## config.mk

```make
export PLATFORM = sky130hd
export DESIGN_NAME = ps2_host_tx
export DESIGN_NICKNAME = d
export VERILOG_FILES = /design/src/rtl/ps2_pkg.sv /design/src/rtl/ps2_clk_edge.sv /design/src/rtl/ps2_host_tx.sv
export SDC_FILE = /design/constraint.sdc
export NUM_CORES = 1
export LEC_CHECK = 0
export BUFFER_PORTS_ARGS = -buffer_cell sky130_fd_sc_hd__buf_2
export CORE_ASPECT_RATIO = 2
export CORE_UTILIZATION = 65
export CTS_CLUSTER_SIZE = 40
export DETAILED_ROUTE_END_ITERATION = 10
export PLACE_DENSITY = 0.84
export SLEW_MARGIN = 15
export SYNTH_ARGS = -nofsm -noshare
export SYNTH_HDL_FRONTEND = slang
export SYNTH_SLANG_ARGS = --single-unit
```

## constraint.sdc

```tcl
create_clock -name clk -period 2.75 [get_ports clk]
set_input_delay 0.55 -clock clk [delete_from_list [all_inputs] [get_ports clk]]
set_output_delay 0.55 -clock clk [all_outputs]
set_load 0.01 [all_outputs]
```

## src/rtl/ps2_pkg.sv

```systemverilog
// Shared PS/2 host-transmit definitions: FSM state encoding, default timing
// constants and the frame parity helper.
package ps2_pkg;

    typedef enum logic [2:0] {
        S_IDLE,
        S_INHIBIT,
        S_REQ,
        S_BITS,
        S_ACK,
        S_WAIT_IDLE
    } ps2_state_t;

    localparam int unsigned DEF_CLK_FREQ_HZ    = 100_000_000;
    localparam int unsigned DEF_INHIBIT_CYCLES = 12_000;
    localparam int unsigned DEF_TIMEOUT_CYCLES = 2_000_000;

    // Falling-edge ordinals within a host-to-device frame
    localparam int unsigned       EDGE_W      = 4;
    localparam logic [EDGE_W-1:0] EDGE_PARITY = 4'd9;
    localparam logic [EDGE_W-1:0] EDGE_STOP   = 4'd10;

    function automatic logic odd_parity(input logic [7:0] b);
        return ~^b;
    endfunction

endpackage

```

## src/rtl/ps2_clk_edge.sv

```systemverilog
// Falling-edge detector for the debounced PS/2 clock line; the pulse is
// combinational from the registered previous level and the current level.
module ps2_clk_edge (
    input  logic i_clk,
    input  logic i_rst,
    input  logic i_ps2_clk,
    output logic o_fall
);

    logic r_prev;

    // Idle line level is high, so reset never fabricates a falling edge
    always_ff @(posedge i_clk) begin
        if (i_rst) begin
            r_prev <= 1'b1;
        end else begin
            r_prev <= i_ps2_clk;
        end
    end

    assign o_fall = r_prev & ~i_ps2_clk;

endmodule

```

## src/rtl/ps2_host_tx.sv

```systemverilog
// PS/2 host-to-device command transmitter: inhibit, request-to-send, clocked
// bit shifting on device falling edges, ack sampling and timeout abort.
module ps2_host_tx
    import ps2_pkg::*;
#(
    parameter int unsigned CLK_FREQ_HZ    = DEF_CLK_FREQ_HZ,
    parameter int unsigned INHIBIT_CYCLES = DEF_INHIBIT_CYCLES,
    parameter int unsigned TIMEOUT_CYCLES = DEF_TIMEOUT_CYCLES
) (
    input  logic       clk,
    input  logic       rst,
    input  logic [7:0] tx_data,
    input  logic       tx_valid,
    output logic       tx_ready,
    input  logic       ps2_clk_in,
    input  logic       ps2_data_in,
    output logic       ps2_clk_oe,
    output logic       ps2_data_oe,
    output logic       done,
    output logic       err
);

    localparam int unsigned INH_W = $clog2(INHIBIT_CYCLES + 1);
    localparam int unsigned TO_W  = $clog2(TIMEOUT_CYCLES + 1);

    localparam logic [INH_W-1:0] INH_LAST = INH_W'(INHIBIT_CYCLES - 1);
    localparam logic [TO_W-1:0]  TO_LAST  = TO_W'(TIMEOUT_CYCLES - 1);

    if (CLK_FREQ_HZ == 0 || INHIBIT_CYCLES == 0 || TIMEOUT_CYCLES < 2) begin : g_param_check
        $error("ps2_host_tx: invalid timing parameters");
    end

    ps2_state_t        r_state;
    logic [INH_W-1:0]  r_inh;
    logic [TO_W-1:0]   r_to;
    logic [EDGE_W-1:0] r_edge;
    logic [7:0]        r_byte;
    logic              r_par;
    logic              r_ready;
    logic              r_clk_oe;
    logic              r_data_oe;
    logic              r_done;
    logic              r_err;

    logic              w_fall;
    logic [EDGE_W-1:0] w_edge_nxt;

    ps2_clk_edge u_clk_edge (
        .i_clk     (clk),
        .i_rst     (rst),
        .i_ps2_clk (ps2_clk_in),
        .o_fall    (w_fall)
    );

    assign w_edge_nxt = r_edge + 1'b1;

    always_ff @(posedge clk) begin
        if (rst) begin
            r_state   <= S_IDLE;
            r_inh     <= '0;
            r_to      <= '0;
            r_edge    <= '0;
            r_byte    <= '0;
            r_par     <= 1'b0;
            r_ready   <= 1'b0;
            r_clk_oe  <= 1'b0;
            r_data_oe <= 1'b0;
            r_done    <= 1'b0;
            r_err     <= 1'b0;
        end else begin
            r_done <= 1'b0;
            r_err  <= 1'b0;

            unique case (r_state)
                S_IDLE: begin
                    r_clk_oe  <= 1'b0;
                    r_data_oe <= 1'b0;
                    r_ready   <= 1'b1;
                    if (tx_valid && r_ready) begin
                        r_byte   <= tx_data;
                        r_par    <= odd_parity(tx_data);
                        r_inh    <= '0;
                        r_ready  <= 1'b0;
                        r_clk_oe <= 1'b1;
                        r_state  <= S_INHIBIT;
                    end
                end

                S_INHIBIT: begin
                    if (r_inh == INH_LAST) begin
                        r_data_oe <= 1'b1;
                        r_state   <= S_REQ;
                    end else begin
                        r_inh <= r_inh + 1'b1;
                    end
                end

                // Releasing the clock while data stays low is the start bit
                S_REQ: begin
                    r_edge   <= '0;
                    r_to     <= '0;
                    r_clk_oe <= 1'b0;
                    r_state  <= S_BITS;
                end

                S_BITS: begin
                    if (r_to == TO_LAST) begin
                        r_err     <= 1'b1;
                        r_data_oe <= 1'b0;
                        r_ready   <= 1'b1;
                        r_state   <= S_IDLE;
                    end else begin
                        r_to <= r_to + 1'b1;
                        if (w_fall) begin
                            r_edge <= w_edge_nxt;
                            if (w_edge_nxt == EDGE_STOP) begin
                                r_data_oe <= 1'b0;
                                r_state   <= S_ACK;
                            end else if (w_edge_nxt == EDGE_PARITY) begin
                                r_data_oe <= ~r_par;
                            end else begin
                                r_data_oe <= ~r_byte[r_edge[2:0]];
                            end
                        end
                    end
                end

                S_ACK: begin
                    if (r_to == TO_LAST) begin
                        r_err   <= 1'b1;
                        r_ready <= 1'b1;
                        r_state <= S_IDLE;
                    end else begin
                        r_to <= r_to + 1'b1;
                        if (w_fall) begin
                            r_edge <= w_edge_nxt;
                            if (ps2_data_in) begin
                                r_err <= 1'b1;
                            end else begin
                                r_done <= 1'b1;
                            end
                            r_state <= S_WAIT_IDLE;
                        end
                    end
                end

                S_WAIT_IDLE: begin
                    r_clk_oe  <= 1'b0;
                    r_data_oe <= 1'b0;
                    if (ps2_clk_in && ps2_data_in) begin
                        r_ready <= 1'b1;
                        r_state <= S_IDLE;
                    end
                end

                default: begin
                    r_clk_oe  <= 1'b0;
                    r_data_oe <= 1'b0;
                    r_state   <= S_IDLE;
                end
            endcase
        end
    end

    assign tx_ready    = r_ready;
    assign ps2_clk_oe  = r_clk_oe;
    assign ps2_data_oe = r_data_oe;
    assign done        = r_done;
    assign err         = r_err;

endmodule

```

# Yosys cells after proc, flatten, opt, wreduce, memory -nomap -nowiden
# Cells that the tools add are included.
[totals] out_inout_bits=5 register_bits=57 input_bits=13
[op_classes] n_reduce_logical=18 bitwise_logic=7 add_sub_neg=3 eq_ne=19 order_cmp=1 mux=37
[op_table] op="$pmux 21 s2" n=1
[op_table] op="$mux 14" n=2
[op_table] op="$pmux 14 s2" n=1
[op_table] op="$mux 3" n=8
[op_table] op="$add 21x1->21 const B" n=1
[op_table] op="$eq 21x21->1 const B" n=1
[op_table] op="$mux 21" n=1
[op_table] op="$pmux 3 s6" n=1
[op_table] op="$mux 1" n=15
[op_table] op="$add 14x1->14 const B" n=1
[op_table] op="$eq 14x14->1 const B" n=1
[op_table] op="$reduce_and 3->1" n=4
[op_table] op="$ne 2x2->1 const B" n=5
[op_table] op="$eq 4x4->1 const B" n=2
[op_table] op="$mux 4" n=2
[op_table] op="$pmux 4 s2" n=1
[op_table] op="$reduce_xnor 8->1" n=1
[op_table] op="$eq 3x2->1 const B" n=2
[op_table] op="$eq 3x3->1 const B" n=2
[op_table] op="$ne 3x2->1 const B" n=2
[op_table] op="$not 1->1" n=6
[op_table] op="$pmux 1 s3" n=2
[op_table] op="$reduce_and 6->1" n=1
[op_table] op="$add 4x1->4 const B" n=1
[op_table] op="other kinds (15)" n=21

# Logic depth before layout (Yosys ltp)
# Gate-level depths: netlist of run 1.
[depth] ltp_word=8 ltp_mapped=8

# Cells and area by module
# Synthesis of run 1 repeated with hierarchy kept, for this count alone.
[unflattened] hier_cells=407 area_unflattened_um2=3403.3
[by_module_without_submodules] mod="ps2_host_tx" area_per_inst_um2=3368.2 seq_area_each_um2=1121.1 cells_each=404 n_inst=1
[by_module_without_submodules] mod="ps2_clk_edge" area_per_inst_um2=35.0 seq_area_each_um2=20.0 cells_each=3 n_inst=1

# Worst setup path before layout of run 1
# OpenSTA, ideal clock, no wires.
[synth_timing] path_kind="register to register" from="register r_edge[1]" to="register r_state[1]" t_arrival_ns=1.772 synth_period_minus_slack_ns=1.841 t_required_ns=2.681 path_stages_with_launch=8 slack_ns=0.909 n_path_buf=0 cell_sequence="dfxtp_1 > inv_1 > ha_1 > nor4bb_1 > a41o_1 > nand2_1 > or4b_2 > o21ai_1"
[synth_via] elab_chain_cells=4
[synth_lines] item="start, declared" line="ps2_host_tx.sv:36" rtl="logic [EDGE_W-1:0] r_edge;"
[synth_lines] item="start signal, assigned" line="ps2_host_tx.sv:115" rtl="r_edge <= w_edge_nxt;"
[synth_lines] item="start signal, assigned" line="ps2_host_tx.sv:136" rtl="r_edge <= w_edge_nxt;"
[synth_lines] item="$add 4x1->4" line="ps2_host_tx.sv:55" rtl="assign w_edge_nxt = r_edge + 1'b1;"
[synth_lines] item="$eq 4x4->1" line="ps2_host_tx.sv:116" rtl="if (w_edge_nxt == EDGE_STOP) begin"
[synth_lines] item="$ne 3x3->1 (no line)"
[synth_lines] item="$reduce_and 6->1 (no line)"
[synth_lines] item="end signal, assigned" line="ps2_host_tx.sv:59" rtl="r_state <= S_IDLE;"
[synth_lines] item="end signal, assigned" line="ps2_host_tx.sv:111" rtl="r_state <= S_IDLE;"
[synth_lines] item="end signal, assigned" line="ps2_host_tx.sv:118" rtl="r_state <= S_ACK;"
[synth_lines] item="end, declared" line="ps2_host_tx.sv:33" rtl="ps2_state_t r_state;"
# No other way between the ends.
# A chain may end at the register's enable or synchronous reset.

# Worst setup path in the final report of run 1
[layout_timing] from="register r_state[0]" to="register r_edge[3]"
[layout_via] elab_chain_cells=4 word_cells_on_any_way=9 cone_classes="eq/ne (5); mux (1); reduce/logical (3)"
[layout_lines] item="start signal, assigned" line="ps2_host_tx.sv:59"
[layout_lines] item="start signal, assigned" line="ps2_host_tx.sv:85" rtl="r_state <= S_INHIBIT;"
[layout_lines] item="start signal, assigned" line="ps2_host_tx.sv:92" rtl="r_state <= S_REQ;"
[layout_lines] item="$eq 3x3->1 or $eq 3x2->1 (tied branches)" line="ps2_host_tx.sv:74" rtl="unique case (r_state)"
[layout_lines] item="$reduce_or 2->1 (no line)"
[layout_lines] item="$ne 2x1->1 (no line), or another cell as far along"
[layout_lines] item="$reduce_and 3->1 (no line)"
# Several ways; a longest one is shown, not always the timed one.

==> reports/metrics.csv, run 1 <==
metric;value;unit
status;finished, final reports clean;
drive_gt1_frac;0.158;
grt_usage;0.284;
htree_levels;3;
drv_slew;0;
ys_seq_elements;57;
vias;2524;
cp_slowest_cell;dfxtp_1;
critPathBufInv;0;
p_leak;1.18;nW
critPathMaxFanout;18;
cp_top_family;simple AND/OR/NAND/NOR gates;
synth_area;3050;sq um
synth_edf_count;0;
async_flop_share;0;
synth-main-ff-cell;dfxtp_1;
antenna_cells;0;
coreArea;4550;sq um
cts_resized;0;
setup_viol;0;
synthDistinctLibCells;60;
required;3.02;ns
hold_path_class;input pin to flip-flop;
initial_utilization;0.670;
hpwl;4840;microns
crit_chain;nand3b_1 > nand2_2 > o21ai_2 > or4_1 > a21oi_1;
cellPowerDensity;582;nW/um^2
post-cts-setup-buffers;0;
cts_tree;yes;
relSlewSlack;0.524;
drt_first_pass_iters;4;
hold_viol;0;
min_period_over_period;0.760;
die_w;50.5;microns
r2r_slack;0.66;ns
wl_per_cell;15.2;microns
num-nets-final;381;
cp_slowest_stage_delay;0.78;ns
rows;35;
pre_cts_slack;0.691;ns
finalInstanceArea;3340;sq um
max_freq;0.479;GHz
grt_pass1_wl;10800;microns
io_pins;18;
place_area;3160;sq um
first_iter_violations;68;
route.detailed.drc;0;
grt-ovfl-total;0;
ctsLongestPathBuffers;2;
synth_nets;363;
gp_congestion;0.833;
grt_pass1_vias;2535;
detail-route-antenna-nets;0;
drv_cap;0;
worst_ep_arrival_time;2.36;ns
path_clk_slew;0.06;ns
holdBufCountCts;0;
fin_skew;0.0100;ns
synth_seq_area_share;0.374;
via_per_inst;5.97;
worst_pin_slew;0.713;ns
rsz0062_at_grt;false;
cts-root-buf;clkbuf_8;
numPortBuffers;17;
cts_sinks;57;
grt_max_degree;27;
clock_latency;0.34;ns
ys_warn_count;0;
die_h;98.9;microns
period_needed;2.09;ns
vdd_drop_max;0.397;mV
fin_ws;0.660;ns
postSynthAreaPerCell;8.85;sq um
antenna_found_initial;0;
start_kind;flip-flop;
synthCells;345;
setup_tns;0;ns
drt_wl_total;6420;microns
path_class;flip-flop to flip-flop;
area_growth;9.30;%
cts_buffers;9;
die_area;4990;sq um
end_kind;flip-flop;
[registers in the layout, summed over array words and instances, names as in the netlist]
| signal | cells |
|---|---|
| ps2_data_oe | 1 |
| err | 1 |
| u_clk_edge.r_prev | 1 |
| r_inh | 14 |
| r_edge | 4 |
| r_byte | 8 |
| ps2_clk_oe | 1 |
| done | 1 |
| tx_ready | 1 |
| r_to | 21 |
| r_state | 3 |
| r_par | 1 |
[cell usage in the layout (no fill, tap or decap), types with 4 or more instances in the layout]
| cell | netlist | final |
|---|---|---|
| a21oi_1 | 21 | 21 |
| and3_1 | 4 | 4 |
| buf_2 | 2 | 17 |
| clkbuf_8 | 0 | 11 |
| dfxtp_1 | 57 | 57 |
| ha_1 | 5 | 5 |
| mux2i_1 | 12 | 12 |
| nand2_1 | 33 | 33 |
| nand2b_1 | 4 | 4 |
| nand3_1 | 14 | 14 |
| nand4_1 | 8 | 8 |
| nor2_1 | 45 | 45 |
| nor2b_1 | 4 | 4 |
| nor3_1 | 6 | 6 |
| nor3b_1 | 4 | 4 |
| o21ai_0 | 16 | 16 |
| or3_1 | 13 | 13 |
| xnor2_1 | 18 | 18 |
| xor2_1 | 11 | 11 |
[Yosys cell counts (2+ instances only)]
cell type | instances | area share
dfxtp_1 | 57 | 0.37
nor2_1 | 45 | 0.055
nand2_1 | 33 | 0.041
a21oi_1 | 21 | 0.034
xnor2_1 | 18 | 0.052
o21ai_0 | 16 | 0.026
nand3_1 | 14 | 0.023
or3_1 | 13 | 0.027
mux2i_1 | 12 | 0.039
xor2_1 | 11 | 0.032
nand4_1 | 8 | 0.016
clkbuf_1 | 7 | 0.0086
nor3_1 | 6 | 0.0098
ha_1 | 5 | 0.020
and3_1 | 4 | 0.0082
nand2b_1 | 4 | 0.0082
nor2b_1 | 4 | 0.0082
nor3b_1 | 4 | 0.0098
and2_1 | 3 | 0.0061
and4_1 | 3 | 0.0086
inv_1 | 3 | 0.0037
nand4b_1 | 3 | 0.0086
or4_1 | 3 | 0.0074
and4_4 | 2 | 0.0074
buf_2 | 2 | 0.0033
buf_4 | 2 | 0.0049
mux4_2 | 2 | 0.015
nand3b_1 | 2 | 0.0049
nor4_4 | 2 | 0.014
nor4bb_1 | 2 | 0.0066
o21ai_1 | 2 | 0.0033
o31ai_1 | 2 | 0.0049
or2_2 | 2 | 0.0041
or3b_4 | 2 | 0.0074
[area by class of cell]
class                   instances  area [sq um]
clock buffers                  13           159
clock inverters                 3          15.0
fillers                       369          1220
inverters                       3          11.3
multi-input cells             272          1830
flip-flops and latches         57          1140
well taps                      55          68.8
repair buffers                 20           108
[routing by layer]
metal	track usage	vias up	wire length, microns
met5	0	-	0
met4	0.171	0	262
met3	0.0633	27	198
met2	0.528	54	3560
met1	0.267	1180	2410
li1	-	1263	-
[report_power, final]
part / switching, mW / leakage [nW] / internal (mW) / total (mW)
clock: 0.317 / 0.0932 / 0.372 / 0.688
combinational: 0.184 / 0.627 / 0.137 / 0.321
sequential: 0.0644 / 0.461 / 0.869 / 0.933
total: 0.565 / 1.18 / 1.38 / 1.94
[path summary, 6_finish.rpt]
kind	startpoint	to	cells past startpoint
max reg2reg	r_state[0]	r_edge[3]	5
min	ps2_data_in	done	2
min reg2reg	r_to[19]	r_to[19]	2
max	r_state[0]	r_edge[3]	5
[cells by family (layout without fill, tap and decap cells)]
family,after synthesis,count (layout),share of synthesized area
AOI/OAI and AO/OA,53,53,0.111
and+or+nand+nor,171,171,0.332
buffers and inverters,16,39,0.0254
xor gates and xnor gates,29,29,0.0832
adders and majority gates,5,5,0.0205
muxes,14,14,0.0541
DFF,57,57,0.374
[through the flow]
| stage | utilization | hold WS (ns) | cells | power, mW |
|---|---|---|---|---|
| floorplan | - | 0.447 | 345 | 1.20 |
| global placement | 0.695 | 0.459 | 407 | 1.26 |
| detailed placement | 0.695 | 0.481 | 407 | 1.27 |
| CTS | 0.733 | 0.427 | 423 | 1.96 |
| global route | 0.733 | 0.432 | 423 | 2.05 |
| finish | 0.733 | 0.444 | 423 | 1.94 |
Power figures use the tool's default switching activity.
==> inputs of run 2 (changes only) <==
ABC_AREA = 1   (was unset)
CORE_UTILIZATION = 61   (was 65)
PLACE_DENSITY = 0.8   (was 0.84)
clock period = 2.15 ns   (was 2.75 ns; I/O delays follow)
==> run 2 against run 1 <==
Hold slack worse by 0.15 ns; fmax up 8.7%; critical path depth up 4; die area up 13%; non-clock buffer count up 5; first-iteration DRC count up 84%; critical endpoint is now r_inh[2]; largest power group is now combinational cells.
==> reports/metrics.csv, run 2 <==
metric;value;unit;change
ys_seq_elements;57;;unchanged
setup_tns;0;ns;unchanged
holdBufCountCts;0;;unchanged
hpwl;6170;microns;+27%
synthCells;487;;+41%
fin_skew;0.00695;ns;-0.00310 ns
drv_cap;0;;unchanged
max_freq;0.520;GHz;+8.7%
grt_usage;0.319;;+0.0357
rsz0062_at_grt;false;;
drt_wl_total;8200;microns;+28%
detail-route-antenna-nets;0;;unchanged
required;2.42;ns;-0.60 ns
async_flop_share;0;;unchanged
gp_congestion;0.871;;+4.6%
worst_pin_slew;0.563;ns;-0.150 ns
synthTopCellsByArea;dfxtp_1 (35%), nand2_1 (13%), inv_1 (7.6%), a21oi_1 (7.4%), nand3_1 (5.2%);;
total_power;3.63;mW;+87%
postSynthAreaPerCell;6.68;sq um;-25%
largest_reg_flops;21;;unchanged
clock_latency;0.35;ns;about the same
die_w;53.6;microns;+6.3%
setup_viol;0;;unchanged
hold_viol;0;;unchanged
synth_seq_area_share;0.351;;-0.0230
grt_max_degree;24;;-11%
cts-root-buf;clkbuf_8;;
path_clk_slew;0.07;ns;about the same
ys_warn_count;0;;unchanged
drive_gt1_frac;0.136;;-0.0217
num-nets-final;529;;+39%
crit_chain;ha_1 > nand2_1 > nor2_2 > nand3_1 > o21ai_2 > nand2_2 > inv_1 > nor2_1 > nor3_1;;
io_pins;18;;unchanged
htree_levels;3;;unchanged
synthDistinctLibCells;40;;-33%
grt_pass1_vias;3147;;+24%
hold_path_class;input pin to flip-flop;;
antenna_cells;0;;unchanged
vias;3230;;+28%
coreArea;5140;sq um;+13%
wl_per_cell;14.3;microns;-5.7%
die_h;105;microns;+6.4%
status;finished, final reports clean;;
multi_input_area;1790;sq um;-2.7%
yosysMostFrequentCell;nand2_1;;
min_period_over_period;0.895;;+0.135
route.detailed.drc;0;;unchanged
start_kind;flip-flop;;
p_leak;1.45;nW;+22%
yosysTopAreaCell;dfxtp_1;;
cts_resized;0;;unchanged
initial_utilization;0.633;;-0.0373
top_register;r_to;;
ctsLongestPathBuffers;2;;unchanged
first_iter_violations;125;;+84%
relSlewSlack;0.622;;+0.0978
drt_first_pass_iters;4;;unchanged
path_class;flip-flop to flip-flop;;
final_cell_mix;nand2_1 (115), inv_1 (66), dfxtp_1 (57);;
worst_ep_arrival_time;2.20;ns;-0.16 ns
drv_slew;0;;unchanged
via_per_inst;5.64;;-5.5%
critPathBufInv;1;;+1
synth_edf_count;0;;unchanged
cp_top_family;simple AND/OR/NAND/NOR gates;;
cp_slowest_stage_delay;0.40;ns;-0.38 ns
grt_pass1_wl;13000;microns;+21%
numPortBuffers;17;;unchanged
synth_top_area_frac;0.351;;-0.0230
synth_area;3250;sq um;+6.6%
grt-ovfl-total;0;;unchanged
synth_nets;505;;+39%
cts_tree;yes;;
antenna_found_initial;0;;unchanged
period_needed;1.92;ns;-0.167 ns
vdd_drop_max;0.840;mV;+110%
regArea;1140;sq um;unchanged
fillers;449;;+22%
layout_commonest_cell;nand2_1;;
cts_buffers;9;;unchanged
netlist_top_cells_count;nand2_1 (115), inv_1 (66), dfxtp_1 (57), a21oi_1 (48), nor2_1 (43);;
cellPowerDensity;1010;nW/um^2;+73%
end_kind;flip-flop;;
area_growth;10.6;%;
critPathMaxFanout;14;;-4
die_area;5650;sq um;+13%
synth-main-ff-cell;dfxtp_1;;
cp_slowest_cell;dfxtp_1;;
cts_sinks;57;;unchanged
rows;37;;+5.7%
reg_top3;r_to: 21 flops, r_inh: 14 flops, r_byte: 8 flops;;
post-cts-setup-buffers;0;;unchanged
[run 2: cells by family (layout without fill, tap and decap cells)]
logic type,after synthesis,in the layout,share of synthesized area
DFF,57,57,0.351
buffers and inverters,81,109,0.100
and+or+nand+nor,248,248,0.356
AOI/OAI and AO/OA,85,85,0.144
xor gates and xnor gates,11,11,0.0296
adders and majority gates,5,5,0.0192
[run 2: per-layer routing]
metal,wire length (microns),part of all wire,track usage
met1,2910,0.36,0.269
met2,4440,0.54,0.579
met3,346,0.042,0.0693
met4,504,0.061,0.256
met5,0,0,0
[run 2: layout make-up]
type / instances / share of cell area
multi-input cells: 349 / 0.496
flip-flops and latches: 57 / 0.317
inverters: 69 / 0.0720
clock buffers: 12 / 0.0431
repair buffers: 25 / 0.0403
well taps: 58 / 0.0202
clock inverters: 3 / 0.0111
[run 2: worst paths after layout]
kind                     from   endpoint  slack (ns)  cells after the start
setup / recovery     r_inh[0]   r_inh[2]        0.23                      9
setup reg to reg     r_inh[0]   r_inh[2]        0.23                      9
hold / removal    ps2_data_in       done        0.30                      2
hold reg to reg     r_byte[3]  r_byte[3]        0.46                      2
[run 2: worst reg2reg max path, cell delays in order, from the launching register on]
cell and delay, ns:
dfxtp_1 0.40, ha_1 0.23, nand2_1 0.10, nor2_2 0.19, nand3_1 0.13, o21ai_2 0.17, nand2_2 0.19, inv_1 0.22
nor2_1 0.08, nor3_1 0.15
[run 2: report_power, final]
group	leakage, nW	internal [mW]	switching, mW
registers	0.462	1.18	0.117
clock network	0.102	0.588	0.432
logic	0.882	0.405	0.913
total	1.45	2.17	1.46
[run 2: per-stage QoR]
step                      instance area [sq um]  setup WS (ns)  utilization  hold slack (ns)  instances
final                                      3600          0.227        0.700            0.299        573
after global routing                       3600         0.0706        0.700            0.306        573
after CTS                                  3600          0.233        0.700            0.286        573
after detailed placement                   3400          0.267        0.662            0.446        558
after global placement                     3400          0.327        0.662            0.438        558
after floorplan                            3250          0.518            -            0.428        487
==> inputs of run 3 (changes only) <==
ABC_AREA = unset   (was 1)
CORE_UTILIZATION = 60   (was 61)
CTS_CLUSTER_SIZE = 16   (was 40)
PLACE_DENSITY = 0.79   (was 0.8)
==> run 3 against run 2 <==
Non-clock buffer count is the same; register-to-register slack lost 0.07 ns; utilization barely moved; largest power group is now sequential cells; critical path type unchanged; clock power fell by 7%; global-route usage shrank 3.5 points.
==> reports/metrics.csv, run 3 (same netlist as run 1, synthesis figures left out) <==
metric;value;unit;change
status;finished, final reports clean;;
antenna_cells;0;;unchanged
cts-root-buf;clkbuf_8;;
coreArea;4860;sq um;-5.3%
grt_pass1_vias;2617;;-17%
detail-route-antenna-nets;0;;unchanged
finalInstanceArea;3410;sq um;-5.3%
p_leak;1.22;nW;-16%
fin_skew;0.00486;ns;-0.00209 ns
initial_utilization;0.628;;-0.00549
period_needed;1.99;ns;+0.0695 ns
die_h;103;microns;-2.3%
die_area;5400;sq um;-4.5%
cts_resized;0;;unchanged
worst_ep_arrival_time;2.26;ns;+0.06 ns
area_growth;11.6;%;
grt_max_degree;20;;-17%
htree_levels;3;;unchanged
grt_usage;0.284;;-0.0349
worst_pin_slew;0.478;ns;-0.0848 ns
drv_cap;0;;unchanged
rsz0062_at_grt;false;;
grt-ovfl-total;0;;unchanged
hpwl;4930;microns;-20%
vdd_drop_max;0.680;mV;-19%
final_cell_mix;dfxtp_1 (57), nor2_1 (45), nand2_1 (33);;
end_kind;flip-flop;;
top_register;r_to;;
drt_wl_total;6790;microns;-17%
top_layer;met4;;
pre_cts_slack;0.221;ns;-0.0459 ns
die_w;52.4;microns;-2.2%
cp_top_family;simple AND/OR/NAND/NOR gates;;
relSlewSlack;0.681;;+0.0594
numPortBuffers;17;;unchanged
drive_gt1_frac;0.172;;+0.0357
ctsLongestPathBuffers;2;;unchanged
hold_path_class;input pin to flip-flop;;
place_area;3220;sq um;-5.5%
start_kind;flip-flop;;
route.met3.wl;206;microns;-40%
multi_input_area;1830;sq um;+2.7%
gp_congestion;0.847;;-2.8%
fillers;411;;-8.5%
required;2.42;ns;about the same
cts_buffers;9;;unchanged
io_pins;18;;unchanged
holdBufCountCts;0;;unchanged
route.layer.met1.wl;2570;microns;-12%
critPathMaxFanout;13;;-1
cellPowerDensity;760;nW/um^2;-25%
fin_ws;0.157;ns;-0.0695 ns
clock_latency;0.35;ns;about the same
critPathBufInv;0;;-1
post-cts-setup-buffers;0;;unchanged
wl_met2;3750;microns;-16%
reg_top3;r_to: 21 flops, r_inh: 14 flops, r_byte: 8 flops;;
stdcell_count;430;;-25%
max_freq;0.502;GHz;-3.5%
route.detailed.drc;0;;unchanged
layout_commonest_cell;dfxtp_1;;
setup_viol;0;;unchanged
cts_tree;yes;;
cts_sinks;57;;unchanged
num-nets-final;386;;-27%
crit_chain;nor3b_4 > nand4_1 > o22a_2 > or3_1 > a21oi_1;;
min_period_over_period;0.927;;+0.0323
first_iter_violations;63;;-50%
hold_viol;0;;unchanged
cp_slowest_cell;dfxtp_1;;
rows;36;;-2.7%
path_class;flip-flop to flip-flop;;
vias;2617;;-19%
path_clk_slew;0.06;ns;about the same
regArea;1140;sq um;unchanged
via_per_inst;6.09;;+8.0%
largest_reg_flops;21;;unchanged
antenna_found_initial;0;;unchanged
cp_slowest_stage_delay;0.58;ns;+0.18 ns
drt_first_pass_iters;4;;unchanged
setup_tns;0;ns;unchanged
wl_per_cell;15.8;microns;+10%
grt_pass1_wl;11300;microns;-13%
post-place-cells;414;;-26%
drv_slew;0;;unchanged
[run 3: cell types whose count changed in the layout (fill, tap and decap cells not counted), sizes merged, moves of 5 or more]
cell,previous run,this run
nand2,123,34
o21ai,28,19
nor2,52,46
inv,69,3
a21oi,49,22
mux2i,0,12
and4,0,5
xor2,5,11
or3,0,13
nand3,37,15
nor3b,0,5
nor3,18,6
xnor2,6,18
[run 3: through the flow]
step,power [mW],hold slack (ns),utilization
global placement,1.64,0.467,0.661
global route,2.69,0.328,0.701
detailed placement,1.66,0.486,0.661
finish,2.59,0.334,0.701
floorplan,1.53,0.447,-
CTS,2.61,0.311,0.701
[run 3: report_power, final]
group	switching, mW	total, mW	internal [mW]
Clock	0.411	0.951	0.540
Combinational	0.268	0.462	0.193
Sequential	0.0661	1.18	1.11
[run 3: routing by layer]
layer / vias to the layer above / global-route usage
met5: - / 0
met2: 52 / 0.533
li1: 1282 / -
met3: 25 / 0.0870
met1: 1258 / 0.254
met4: 0 / 0.162
[run 3: final timing paths]
kind / from / endpoint / slack (ns) / cells past startpoint
setup reg to reg: r_state[2] / r_to[9] / 0.16 / 5
setup / recovery: r_state[2] / r_to[9] / 0.16 / 5
hold / removal: ps2_data_in / done / 0.33 / 2
hold reg to reg: r_byte[7] / r_byte[7] / 0.50 / 2
[run 3: final cells by class]
type,instances,area share
multi-input cells,272,0.538
flip-flops and latches,57,0.335
clock buffers,14,0.0536
repair buffers,25,0.0463
well taps,57,0.0209
inverters,3,0.00330
clock inverters,2,0.00294
